===== config.mk =====
export PLATFORM = sky130hd
export DESIGN_NAME = nes_rate_counter
export DESIGN_NICKNAME = d
export VERILOG_FILES = /design/src/rtl/nes_rate_counter.sv
export SDC_FILE = /design/constraint.sdc
export NUM_CORES = 1
export LEC_CHECK = 0
export BUFFER_PORTS_ARGS = -buffer_cell sky130_fd_sc_hd__buf_2
export CAP_MARGIN = 20
export CORE_ASPECT_RATIO = 1.4
export CORE_UTILIZATION = 25
export DETAILED_ROUTE_END_ITERATION = 8
export GPL_TIMING_DRIVEN = 0
export PLACE_DENSITY = 0.41
export SETUP_SLACK_MARGIN = 0.1
export SYNTH_ARGS = -nofsm -noshare
export SYNTH_HDL_FRONTEND = slang
export SYNTH_SLANG_ARGS = --single-unit

===== constraint.sdc =====
create_clock -name clock -period 2 [get_ports clock]
set_input_delay 0.1 -clock clock [delete_from_list [all_inputs] [get_ports clock]]
set_output_delay 0.1 -clock clock [all_outputs]
set_load 0.005 [all_outputs]

===== src/rtl/nes_rate_counter.sv =====
// NES pad reader driving a rate-selectable up/down counter, all from one clock via enables.
// Optional: define COUNT_SATURATE_EN to clamp count at 0 / MAX_COUNT instead of wrapping.
module nes_rate_counter #(
  parameter int WIDTH       = 14,
  parameter int MAX_COUNT   = 9999,
  parameter int NES_DIV     = 32,
  parameter int POLL_CYCLES = 65536,
  parameter int RATE_DIV0   = 131072,
  parameter int RATE_DIV1   = 65536,
  parameter int RATE_DIV2   = 16384,
  parameter int RATE_DIV3   = 1024
) (
  input  logic             clock,
  input  logic             reset_n,
  input  logic             dataYellow,
  output logic             latchOrange,
  output logic             clockRed,
  output logic [7:0]       buttons,
  output logic             frame_valid,
  output logic [1:0]       rate_sel,
  output logic             count_step,
  output logic [WIDTH-1:0] count
);

  localparam int PW        = (POLL_CYCLES > 1) ? $clog2(POLL_CYCLES) : 1;
  localparam int TW        = (NES_DIV > 1) ? $clog2(NES_DIV) : 1;
  localparam int DIV_MAX01 = (RATE_DIV0 > RATE_DIV1) ? RATE_DIV0 : RATE_DIV1;
  localparam int DIV_MAX23 = (RATE_DIV2 > RATE_DIV3) ? RATE_DIV2 : RATE_DIV3;
  localparam int DIV_MAX   = (DIV_MAX01 > DIV_MAX23) ? DIV_MAX01 : DIV_MAX23;
  localparam int SW        = (DIV_MAX > 1) ? $clog2(DIV_MAX) : 1;
  localparam logic [WIDTH-1:0] MAX_C = WIDTH'(MAX_COUNT);

`ifdef COUNT_SATURATE_EN
  localparam logic [WIDTH-1:0] UP_AT_MAX    = MAX_C;
  localparam logic [WIDTH-1:0] DOWN_AT_ZERO = '0;
`else
  localparam logic [WIDTH-1:0] UP_AT_MAX    = '0;
  localparam logic [WIDTH-1:0] DOWN_AT_ZERO = MAX_C;
`endif

  typedef enum logic [1:0] {IDLE, LATCH, SHIFT, DONE} state_t;

  state_t           state, state_next;
  logic [PW-1:0]    poll_cnt;
  logic [TW-1:0]    tick;
  logic [4:0]       half_cnt;
  logic [7:0]       shift_reg;
  logic             start_prev;
  logic [1:0]       rate_next;
  logic [SW-1:0]    presc, presc_term;
  logic             poll_end, half_end, rate_change, start_clear, step_fire;
  logic [WIDTH-1:0] count_next;

  assign poll_end = (poll_cnt == PW'(POLL_CYCLES - 1));
  assign half_end = (tick == TW'(NES_DIV - 1));

  always_ff @(posedge clock) begin
    if (!reset_n || poll_end) poll_cnt <= '0;
    else                      poll_cnt <= poll_cnt + PW'(1);
  end

  always_ff @(posedge clock) begin
    if (!reset_n) state <= IDLE;
    else          state <= state_next;
  end

  // Halves 0..1 are the latch pulse, halves 2..17 are the eight bits (even = clock high).
  always_comb begin
    state_next = state;
    case (state)
      IDLE:    if (poll_end)                      state_next = LATCH;
      LATCH:   if (half_end && half_cnt == 5'd1)  state_next = SHIFT;
      SHIFT:   if (half_end && half_cnt == 5'd17) state_next = DONE;
      DONE:                                       state_next = IDLE;
      default:                                    state_next = IDLE;
    endcase
  end

  always_comb begin
    latchOrange = (state == LATCH);
    clockRed    = !((state == SHIFT) && half_cnt[0]);
  end

  always_ff @(posedge clock) begin
    if (!reset_n || !(state == LATCH || state == SHIFT)) begin
      tick     <= '0;
      half_cnt <= '0;
    end else if (half_end) begin
      tick     <= '0;
      half_cnt <= half_cnt + 5'd1;
    end else begin
      tick     <= tick + TW'(1);
    end
  end

  // A arrives first, so after eight shifts it sits in bit 0.
  always_ff @(posedge clock) begin
    if (!reset_n)
      shift_reg <= '0;
    else if (state == SHIFT && !half_cnt[0] && half_end)
      shift_reg <= {dataYellow, shift_reg[7:1]};
  end

  always_ff @(posedge clock) begin
    if (!reset_n) begin
      buttons     <= '0;
      frame_valid <= 1'b0;
    end else begin
      frame_valid <= (state == DONE);
      if (state == DONE) buttons <= ~shift_reg;
    end
  end

  always_comb begin
    rate_next = rate_sel;
    if (frame_valid) begin
      if      (buttons[4]) rate_next = 2'd3;
      else if (buttons[5]) rate_next = 2'd0;
      else if (buttons[6]) rate_next = 2'd1;
      else if (buttons[7]) rate_next = 2'd2;
    end
  end

  assign rate_change = (rate_next != rate_sel);
  assign start_clear = frame_valid && buttons[3] && !start_prev;

  always_ff @(posedge clock) begin
    if (!reset_n) begin
      rate_sel   <= 2'd0;
      start_prev <= 1'b0;
    end else begin
      rate_sel <= rate_next;
      if (frame_valid) start_prev <= buttons[3];
    end
  end

  always_comb begin
    case (rate_sel)
      2'd0:    presc_term = SW'(RATE_DIV0 - 1);
      2'd1:    presc_term = SW'(RATE_DIV1 - 1);
      2'd2:    presc_term = SW'(RATE_DIV2 - 1);
      default: presc_term = SW'(RATE_DIV3 - 1);
    endcase
  end

  // A rate change restarts the step period and swallows any step due that cycle.
  assign step_fire = !rate_change && (presc == presc_term);

  always_ff @(posedge clock) begin
    if (!reset_n || rate_change || presc == presc_term) presc <= '0;
    else                                                presc <= presc + SW'(1);
  end

  always_comb begin
    count_next = count;
    if (buttons[0] && !buttons[1])
      count_next = (count == MAX_C) ? UP_AT_MAX : count + WIDTH'(1);
    else if (buttons[1] && !buttons[0])
      count_next = (count == '0) ? DOWN_AT_ZERO : count - WIDTH'(1);
  end

  always_ff @(posedge clock) begin
    if (!reset_n || start_clear) begin
      count      <= '0;
      count_step <= 1'b0;
    end else if (step_fire) begin
      count      <= count_next;
      count_step <= 1'b1;
    end else begin
      count_step <= 1'b0;
    end
  end

endmodule


==> flow_summary.html, run 1 <==
<table>
<tr><th>Metric</th><th>Value</th></tr>
<tr><th colspan="2">Timing</th></tr>
<tr><td>Fin. Hold Viols</td><td>0</td></tr>
<tr><td>Fin worst setup slack</td><td>~0.079 ns</td></tr>
<tr><td>Max frequency</td><td>0.5207 GHz</td></tr>
<tr><td>Final Slew Violations</td><td>0</td></tr>
<tr><td>Worst-case hold slack</td><td>roughly 0.015 ns</td></tr>
<tr><td>Part of the cycle the worst path needs</td><td>a little over nine tenths</td></tr>
<tr><td>Headroom to the max-slew limit</td><td>59.20%</td></tr>
<tr><td>Clk_skew</td><td>0.006893 ns</td></tr>
<tr><td>Minimum period implied by the final worst setup slack</td><td>1.921 ns</td></tr>
<tr><td>Final setup viols</td><td>0</td></tr>
<tr><td>Transition time of the tightest slew-check pin</td><td>0.6120 ns</td></tr>
<tr><td>Setup repair after global routing missed its margin</td><td>yes</td></tr>
<tr><th colspan="2">Worst setup path</th></tr>
<tr><td>End of the worst register-to-register path</td><td>count[5]</td></tr>
<tr><td>Reg-to-Reg Start</td><td>presc[12]</td></tr>
<tr><td>Kind of capture point of the worst setup path</td><td>register</td></tr>
<tr><td>Arrival time at the worst endpoint</td><td>2.17 ns</td></tr>
<tr><td>Max Fanout on Critical Path</td><td>5</td></tr>
<tr><td>Worst Setup Path Type</td><td>register to register</td></tr>
<tr><td>Register-to-Register Setup Slack</td><td>0.08 ns</td></tr>
<tr><td>Worst setup SP type</td><td>register</td></tr>
<tr><td>Worst path required time</td><td>2.25 ns</td></tr>
<tr><td>Worst R2R Path Depth</td><td>7</td></tr>
<tr><td>Start point of the critical path</td><td>presc[12]</td></tr>
<tr><td>Worst setup path end</td><td>count[5]</td></tr>
<tr><th colspan="2">Floorplanning</th></tr>
<tr><td>Number of placed I/O pins</td><td>31</td></tr>
<tr><td>Die outline width</td><td>111.7 µm</td></tr>
<tr><td>Total core area</td><td>16310 µm²</td></tr>
<tr><td>Die Outline Area</td><td>17380 µm²</td></tr>
<tr><td>Initial core utilization</td><td>25.83%</td></tr>
<tr><td>Y dimension of the die</td><td>155.6 µm</td></tr>
<tr><td>Site Rows</td><td>55</td></tr>
<tr><th colspan="2">CTS</th></tr>
<tr><td>Clock latency of the later-clocked register in the worst-skew pair</td><td>approximately 0.35 ns</td></tr>
<tr><td>Clock-pin slew of the registers on the worst-case setup and hold paths</td><td>0.07 ns</td></tr>
<tr><td>CTS tree</td><td>built</td></tr>
<tr><td>Clock buffers created by TritonCTS</td><td>9</td></tr>
<tr><td>Buffer cell driving the clock tree root</td><td>sky130_fd_sc_hd__clkbuf_16</td></tr>
<tr><td>Largest buffer count on any clock path</td><td>2</td></tr>
<tr><td>TritonCTS sink count</td><td>80</td></tr>
<tr><td>Number of H-tree levels</td><td>3</td></tr>
<tr><th colspan="2">Synth</th></tr>
<tr><td>Total of warnings raised by yosys</td><td>0</td></tr>
<tr><td>Mean area per synthesized cell</td><td>8.580 µm²</td></tr>
<tr><td>Fraction of the yosys area taken by sequential cells</td><td>38.02%</td></tr>
<tr><td>Ranking of synthesized cells by area</td><td>sky130_fd_sc_hd__dfxtp_1 38%, sky130_fd_sc_hd__nor2_1 5.7%, sky130_fd_sc_hd__xor2_1 4.6%</td></tr>
<tr><td>Synthesis-stage register bit count</td><td>80</td></tr>
<tr><td>Ys flop type</td><td>sky130_fd_sc_hd__dfxtp_1</td></tr>
<tr><td>Instance count of the mapped netlist</td><td>491</td></tr>
<tr><td>Number of enable-type register cells in the synthesized netlist</td><td>0</td></tr>
<tr><td>Fraction of synthesized cell area taken by the top area cell type</td><td>38.02%</td></tr>
<tr><td>Number of library cell types mapped by synthesis</td><td>64</td></tr>
<tr><td>Share of flip-flops with an asynchronous set or reset after synthesis</td><td>0%</td></tr>
<tr><td>Cell accounting for the most synthesized area</td><td>sky130_fd_sc_hd__dfxtp_1</td></tr>
<tr><td>Number of nets produced by synthesis</td><td>509</td></tr>
<tr><td>Post-synth design cell area</td><td>approximately 4200 µm²</td></tr>
<tr><th colspan="2">Status</th></tr>
<tr><td>Result of the run</td><td>finished, violations left</td></tr>
<tr><td>Violated checks</td><td>design-rule violations</td></tr>
<tr><th colspan="2">Finish</th></tr>
<tr><td>Nets@finish</td><td>581</td></tr>
<tr><td>Synthesis-to-finish area growth</td><td>32.49%</td></tr>
<tr><td>Most frequent standard cell in the layout excluding fill and tap cells</td><td>sky130_fd_sc_hd__dfxtp_1</td></tr>
<tr><td>Count of antenna diodes in the layout</td><td>0</td></tr>
<tr><td>Largest register by flop count</td><td>presc</td></tr>
<tr><td>Layout cell share with drive strength beyond 1</td><td>29.75%</td></tr>
<tr><td>Fill count</td><td>1697</td></tr>
<tr><td>Number of flip-flops in the largest register</td><td>17</td></tr>
<tr><td>Commonest cells after routing, fill and taps aside</td><td>60 x sky130_fd_sc_hd__dfxtp_1, 58 x sky130_fd_sc_hd__nor2_1, 32 x sky130_fd_sc_hd__buf_2, 31 x sky130_fd_sc_hd__buf_4, 30 x sky130_fd_sc_hd__nand2_1</td></tr>
<tr><td>Largest registers</td><td>presc: 17 flops, poll_cnt: 16 flops, count: 14 flops</td></tr>
<tr><th colspan="2">Global routing</th></tr>
<tr><td>GRT Resource Usage Total</td><td>a little over an eighth</td></tr>
<tr><td>Leftover overflow at the end of global routing</td><td>0</td></tr>
<tr><td>Global-route wire length before repair</td><td>17930 µm</td></tr>
<tr><td>Pin count of the biggest net entering global routing</td><td>16</td></tr>
<tr><td>Initial antenna violation count</td><td>0</td></tr>
<tr><td>Number of global-route vias before repair</td><td>3621</td></tr>
<tr><th colspan="2">Place</th></tr>
<tr><td>Post-placement setup slack</td><td>-0.2663 ns</td></tr>
<tr><td>Routability cong.</td><td>0.8018</td></tr>
<tr><td># port buffers</td><td>30</td></tr>
<tr><td>HPWL Detailed</td><td>7561 µm</td></tr>
<tr><th colspan="2">Route</th></tr>
<tr><td>Post-DRT Antenna Nets</td><td>0</td></tr>
<tr><td>DR pass1 iterations</td><td>9</td></tr>
<tr><td>Number of remaining DRC errors</td><td>3</td></tr>
<tr><td>Total number of vias</td><td>approximately 3700</td></tr>
<tr><td>Wire length per cell after detailed routing</td><td>14.74 µm</td></tr>
<tr><td>Via-per-instance ratio</td><td>4.855</td></tr>
<tr><td>Total wire length</td><td>11300 µm</td></tr>
<tr><td>First-iteration detailed-routing DRC count</td><td>144</td></tr>
<tr><th colspan="2">Power</th></tr>
<tr><td>Total power after layout</td><td>0.003389 W</td></tr>
<tr><td>Power Density</td><td>607.2 nW/µm²</td></tr>
<tr><td>Leak</td><td>2.187 nW</td></tr>
<tr><td>Max rail drop VDD</td><td>0.2627 mV</td></tr>
<tr><th colspan="2">Hold path</th></tr>
<tr><td>Hold Crit Class</td><td>primary input to register</td></tr>
<tr><th colspan="2">Run</th></tr>
<tr><td>Max-cap check violation count</td><td>0</td></tr>
</table>
==> worst min path at each step <==
stage | startpoint | end | slack, ns | depth (start not counted)
2_1_floorplan | reset_n | half_cnt[1] | 0.25 | 2
3_3_place_gp | dataYellow | shift_reg[7] | 0.37 | 3
3_5_place_dp | dataYellow | shift_reg[7] | 0.38 | 3
4_1_cts | dataYellow | shift_reg[7] | 0.02 | 3
5_1_grt | dataYellow | shift_reg[7] | 0.04 | 3
6_report | dataYellow | shift_reg[7] | 0.02 | 3
==> critical path, cell delays in order, from the launching register on <==
cell                      delay [ns]
sky130_fd_sc_hd__dfxtp_4        0.36
sky130_fd_sc_hd__nor4_4         0.31
sky130_fd_sc_hd__a32oi_2        0.16
sky130_fd_sc_hd__a31oi_4        0.27
sky130_fd_sc_hd__and4b_2        0.33
sky130_fd_sc_hd__buf_6          0.14
sky130_fd_sc_hd__nand2_1        0.06
sky130_fd_sc_hd__a31o_1         0.18
==> cell type report <==
class	count	area [µm²]	area share (%)
clock buffers	9	225.2	4.035
multi-input cells	367	2736	49.02
plain buffers	24	193.9	3.475
repair buffers	61	384.1	6.882
flip-flops and latches	80	1639	29.37
inverters	20	77.57	1.390
clock inverters	7	76.32	1.367
well taps	199	249.0	4.461
==> per-layer routing <==
metal | global-route usage (%) | share of wire (%)
met1 | 15.09 | 42
met2 | 23.01 | 52
met3 | 2.914 | 3.4
met4 | 6.950 | 2.7
met5 | 0 | 0
==> synthesized netlist by cell type (11+ instances only) <==
master	n
sky130_fd_sc_hd__xor2_1	22
sky130_fd_sc_hd__clkbuf_1	13
sky130_fd_sc_hd__inv_1	20
sky130_fd_sc_hd__mux2i_1	18
sky130_fd_sc_hd__and2_1	15
sky130_fd_sc_hd__ha_1	15
sky130_fd_sc_hd__nor2b_1	13
sky130_fd_sc_hd__nor2_1	64
sky130_fd_sc_hd__nand4_1	11
sky130_fd_sc_hd__dfxtp_1	80
sky130_fd_sc_hd__nor3_1	16
sky130_fd_sc_hd__a21oi_1	19
sky130_fd_sc_hd__nand3_1	21
sky130_fd_sc_hd__o21ai_0	20
sky130_fd_sc_hd__xnor2_1	16
sky130_fd_sc_hd__nand2_1	31
==> stage by stage <==
stage	utilization, %	instances	TNS [ns]	area (µm²)
CTS	31.90	752	0	5202
global placement	28.29	720	-3.936	4613
detailed placement	28.29	720	-4.638	4613
global route	34.22	767	0	5582
finish	34.22	767	0	5582
floorplan	-	491	0	4214
==> cell families (layout without fill, tap and decap cells) <==
| group | after synthesis | in the layout | synth area share [%] |
|---|---|---|---|
| compound gates | 77 | 77 | 12.06 |
| xor+xnor | 38 | 38 | 7.900 |
| fa+ha+maj | 15 | 15 | 4.455 |
| buf+inv | 45 | 121 | 4.841 |
| flops | 80 | 80 | 38.02 |
| mux | 18 | 18 | 4.277 |
| simple gates | 218 | 219 | 28.45 |
==> power breakdown <==
| group | leakage, nW | switching [W] | internal [W] | total [W] |
|---|---|---|---|---|
| Sequential | 0.657 | 0.0000104 | 0.00160 | 0.00161 |
| Clock | 0.143 | 0.000742 | 0.000979 | 0.00172 |
| Combinational | 1.39 | 0.0000381 | 0.0000241 | 0.0000622 |
| Total | 2.19 | 0.000790 | 0.00260 | 0.00339 |
==> what timing repair did <==
item                                    4_1_cts  5_1_grt
hold buffers                                  0        0
pin swaps                                    13       22
setup buffers                                15       14
endpoints found under the setup margin       42       39
gates cloned                                  2        1
resized for setup                            51       72
Note: power is estimated with default switching activity, not from simulation.
==> run 2: changes to the inputs <==
- PLACE_DENSITY: 0.41 -> 0.4
- clock period: 2 -> 2.1 ns (I/O delays scaled with it)
==> run 2 against run 1 <==
- the run still ends with design-rule violations left
- critical endpoint is now count[11]
- wire length shrank 5.9%
- setup slack improved by 0.051 ns
- first-iteration DRC count decreased by 18%
- power decreased by 9.2%
- worst hold slack gained 0.0046 ns
- register-to-register slack improved by 0.05 ns
- clock power decreased by 13%
- largest cell class unchanged
- critical path depth grew 2
- sequential share of layout area grew 1.9 points
==> flow_summary.html, run 2 (synthesis gave the netlist of run 1 again) <==
<table>
<tr><th>Metric</th><th>Value</th></tr>
<tr><th colspan="2">Place</th></tr>
<tr><td>Placed Instance Area</td><td>~4600 µm²</td></tr>
<tr><td># port buffers</td><td>30</td></tr>
<tr><td>Routability cong.</td><td>0.7953</td></tr>
<tr><td>Post-placement setup slack</td><td>-0.1724 ns</td></tr>
<tr><td>HPWL Detailed</td><td>7560 µm</td></tr>
<tr><th colspan="2">Timing</th></tr>
<tr><td>Part of the cycle the worst path needs</td><td>93.81%</td></tr>
<tr><td>Final setup viols</td><td>0</td></tr>
<tr><td>Setup repair after global routing missed its margin</td><td>yes</td></tr>
<tr><td>Max frequency</td><td>0.5076 GHz</td></tr>
<tr><td>Clk_skew</td><td>roughly 0.011 ns</td></tr>
<tr><td>Minimum period implied by the final worst setup slack</td><td>1.970 ns</td></tr>
<tr><td>Transition time of the tightest slew-check pin</td><td>0.6033 ns</td></tr>
<tr><td>Headroom to the max-slew limit</td><td>59.78%</td></tr>
<tr><td>Fin worst setup slack</td><td>0.1300 ns</td></tr>
<tr><td>Final Slew Violations</td><td>0</td></tr>
<tr><td>Fin. Hold Viols</td><td>0</td></tr>
<tr><th colspan="2">Finish</th></tr>
<tr><td>Fill count</td><td>between 1500 and 2000</td></tr>
<tr><td>Largest register by flop count</td><td>presc</td></tr>
<tr><td>Synthesis-to-finish area growth</td><td>23.05%</td></tr>
<tr><td>Area of all placed cells without fillers</td><td>5184 µm²</td></tr>
<tr><td>Number of flip-flops in the largest register</td><td>17</td></tr>
<tr><td>Commonest cells after routing, fill and taps aside</td><td>69 x sky130_fd_sc_hd__dfxtp_1, 61 x sky130_fd_sc_hd__nor2_1, 34 x sky130_fd_sc_hd__buf_2, 31 x sky130_fd_sc_hd__nand2_1</td></tr>
<tr><td>Nets@finish</td><td>569</td></tr>
<tr><td>Count of antenna diodes in the layout</td><td>0</td></tr>
<tr><td>Layout cell share with drive strength beyond 1</td><td>21.58%</td></tr>
<tr><td>Most frequent standard cell in the layout excluding fill and tap cells</td><td>sky130_fd_sc_hd__dfxtp_1</td></tr>
<tr><td>Largest registers</td><td>presc: 17 flops, poll_cnt: 16 flops, count: 14 flops</td></tr>
<tr><th colspan="2">Global routing</th></tr>
<tr><td>Leftover overflow at the end of global routing</td><td>0</td></tr>
<tr><td>Global-route wire length before repair</td><td>17630 µm</td></tr>
<tr><td>Number of global-route vias before repair</td><td>3502</td></tr>
<tr><td>Initial antenna violation count</td><td>0</td></tr>
<tr><td>GRT Resource Usage Total</td><td>12.90%</td></tr>
<tr><td>Pin count of the biggest net entering global routing</td><td>14</td></tr>
<tr><th colspan="2">Floorplanning</th></tr>
<tr><td>Die Outline Area</td><td>17380 µm²</td></tr>
<tr><td>Die outline width</td><td>between 100 and 150 µm</td></tr>
<tr><td>Site Rows</td><td>55</td></tr>
<tr><td>Y dimension of the die</td><td>155.6 µm</td></tr>
<tr><td>Total core area</td><td>16310 µm²</td></tr>
<tr><td>Initial core utilization</td><td>25.83%</td></tr>
<tr><td>Number of placed I/O pins</td><td>31</td></tr>
<tr><th colspan="2">Hold path</th></tr>
<tr><td>Endpoint with the worst hold slack</td><td>shift_reg[7]</td></tr>
<tr><td>Worst hold path startpoint</td><td>dataYellow</td></tr>
<tr><td>Depth of the worst hold-timing path</td><td>3</td></tr>
<tr><td>Hold Crit Class</td><td>primary input to register</td></tr>
<tr><th colspan="2">Worst setup path</th></tr>
<tr><td>Worst path required time</td><td>2.38 ns</td></tr>
<tr><td>Arrival time at the worst endpoint</td><td>2.25 ns</td></tr>
<tr><td>Worst setup SP type</td><td>register</td></tr>
<tr><td>Reg-to-Reg Start</td><td>count[0]</td></tr>
<tr><td>Register-to-Register Setup Slack</td><td>0.13 ns</td></tr>
<tr><td>Kind of capture point of the worst setup path</td><td>register</td></tr>
<tr><td>Max Fanout on Critical Path</td><td>9</td></tr>
<tr><td>Worst Setup Path Type</td><td>register to register</td></tr>
<tr><td>Worst R2R Path Depth</td><td>9</td></tr>
<tr><td>End of the worst register-to-register path</td><td>count[11]</td></tr>
<tr><th colspan="2">Route</th></tr>
<tr><td>First-iteration detailed-routing DRC count</td><td>118</td></tr>
<tr><td>Total wire length</td><td>between 10000 and 15000 µm</td></tr>
<tr><td>Number of remaining DRC errors</td><td>6</td></tr>
<tr><td>Total number of vias</td><td>approximately 3600</td></tr>
<tr><td>Post-DRT Antenna Nets</td><td>0</td></tr>
<tr><td>Wire length per cell after detailed routing</td><td>14.08 µm</td></tr>
<tr><td>DR pass1 iterations</td><td>6</td></tr>
<tr><td>Via-per-instance ratio</td><td>about 4.8</td></tr>
<tr><th colspan="2">CTS</th></tr>
<tr><td>Number of H-tree levels</td><td>3</td></tr>
<tr><td>Clock buffers created by TritonCTS</td><td>9</td></tr>
<tr><td>CTS tree</td><td>built</td></tr>
<tr><td>TritonCTS sink count</td><td>80</td></tr>
<tr><td>Hold Buf Count CTS</td><td>0</td></tr>
<tr><td>Clock latency of the later-clocked register in the worst-skew pair</td><td>0.34 ns</td></tr>
<tr><td>Clock-pin slew of the registers on the worst-case setup and hold paths</td><td>0.06 ns</td></tr>
<tr><td>Buffer cell driving the clock tree root</td><td>sky130_fd_sc_hd__clkbuf_16</td></tr>
<tr><td>Largest buffer count on any clock path</td><td>2</td></tr>
<tr><th colspan="2">Status</th></tr>
<tr><td>Result of the run</td><td>finished, violations left</td></tr>
<tr><td>Violated checks</td><td>design-rule violations</td></tr>
<tr><th colspan="2">Power</th></tr>
<tr><td>Leak</td><td>approximately 2.0 nW</td></tr>
<tr><td>Max rail drop VDD</td><td>roughly 0.27 mV</td></tr>
<tr><td>Power Density</td><td>593.8 nW/µm²</td></tr>
<tr><th colspan="2">Run</th></tr>
<tr><td>Max-cap check violation count</td><td>0</td></tr>
</table>
[run 2: changes by cell type in the layout (fill, tap and decap cells not counted), moves of 3 or more]
cell,change
sky130_fd_sc_hd__nor3_1,+3
sky130_fd_sc_hd__buf_6,-6
sky130_fd_sc_hd__nor2_1,+3
sky130_fd_sc_hd__buf_4,-9
sky130_fd_sc_hd__inv_6,-3
sky130_fd_sc_hd__dfxtp_4,-3
sky130_fd_sc_hd__ha_1,+4
sky130_fd_sc_hd__dfxtp_1,+9
sky130_fd_sc_hd__dfxtp_2,-6
sky130_fd_sc_hd__clkbuf_1,+3
sky130_fd_sc_hd__nor4_2,+3
[run 2: worst max-delay path by stage]
stage                 from   endpoint  slack, ns
4_1_cts        rate_sel[0]  count[11]       0.11
3_5_place_dp   rate_sel[0]  count[13]      -0.17
6_report          count[0]  count[11]       0.13
5_1_grt         buttons[1]   count[6]       0.04
2_1_floorplan     count[1]   count[5]       0.16
3_3_place_gp    buttons[0]   count[6]      -0.18
[run 2: routing by layer]
metal  global-route usage, %  wire length (µm)  part of all wire, %  vias to the layer above
li1                        -                 -                    -                     1840
met3                   2.797               381                  3.6                       13
met4                   7.400               255                  2.4                        0
met2                   22.57              5275                   50                       61
met1                   14.41              4720                   44                     1724
met5                       0                 0                    0                        -
[run 2: where the power goes]
part           internal [W]  switching [W]
clock network      0.000837       0.000654
registers           0.00152      0.0000102
logic             0.0000189      0.0000346
[run 2: per-stage QoR]
stage	std cells	hold slack, ns	utilization [%]	power [W]	TNS [ns]
6_report	755	0.02010	31.78	0.003078	0
5_1_grt	755	0.07972	31.78	0.003225	0
4_1_cts	741	0.005816	30.73	0.003138	0
3_5_place_dp	720	0.3721	28.28	0.001625	-1.451
3_3_place_gp	720	0.3747	28.28	0.001625	-1.621
2_1_floorplan	491	0.2594	-	0.001605	0
[run 2: cell type report]
type                    count  area [µm²]  share of cell area, %
multi-input cells         366        2510                  48.42
flip-flops and latches     80        1620                  31.26
repair buffers             51       311.5                  6.010
well taps                 199       249.0                  4.803
clock buffers              12       246.5                  4.755
plain buffers              23       141.4                  2.728
inverters                  20       75.07                  1.448
clock inverters             4       30.03                 0.5793
[run 2: critical path: stages, from the launching register on]
cell and delay (ns):
sky130_fd_sc_hd__dfxtp_4 0.37, sky130_fd_sc_hd__ha_4 0.17, sky130_fd_sc_hd__and3_1 0.19, sky130_fd_sc_hd__buf_6 0.13, sky130_fd_sc_hd__a41o_2 0.25, sky130_fd_sc_hd__buf_4 0.17
sky130_fd_sc_hd__nor2_1 0.11, sky130_fd_sc_hd__a31oi_1 0.05, sky130_fd_sc_hd__or3_1 0.34, sky130_fd_sc_hd__a21oi_1 0.13
[run 2: what timing repair did]
action | in CTS | in global routing
endpoints found under the setup margin | 34 | 44
buffers inserted | 6 | 15
pin swaps | 3 | 10
gates resized for setup | 23 | 30
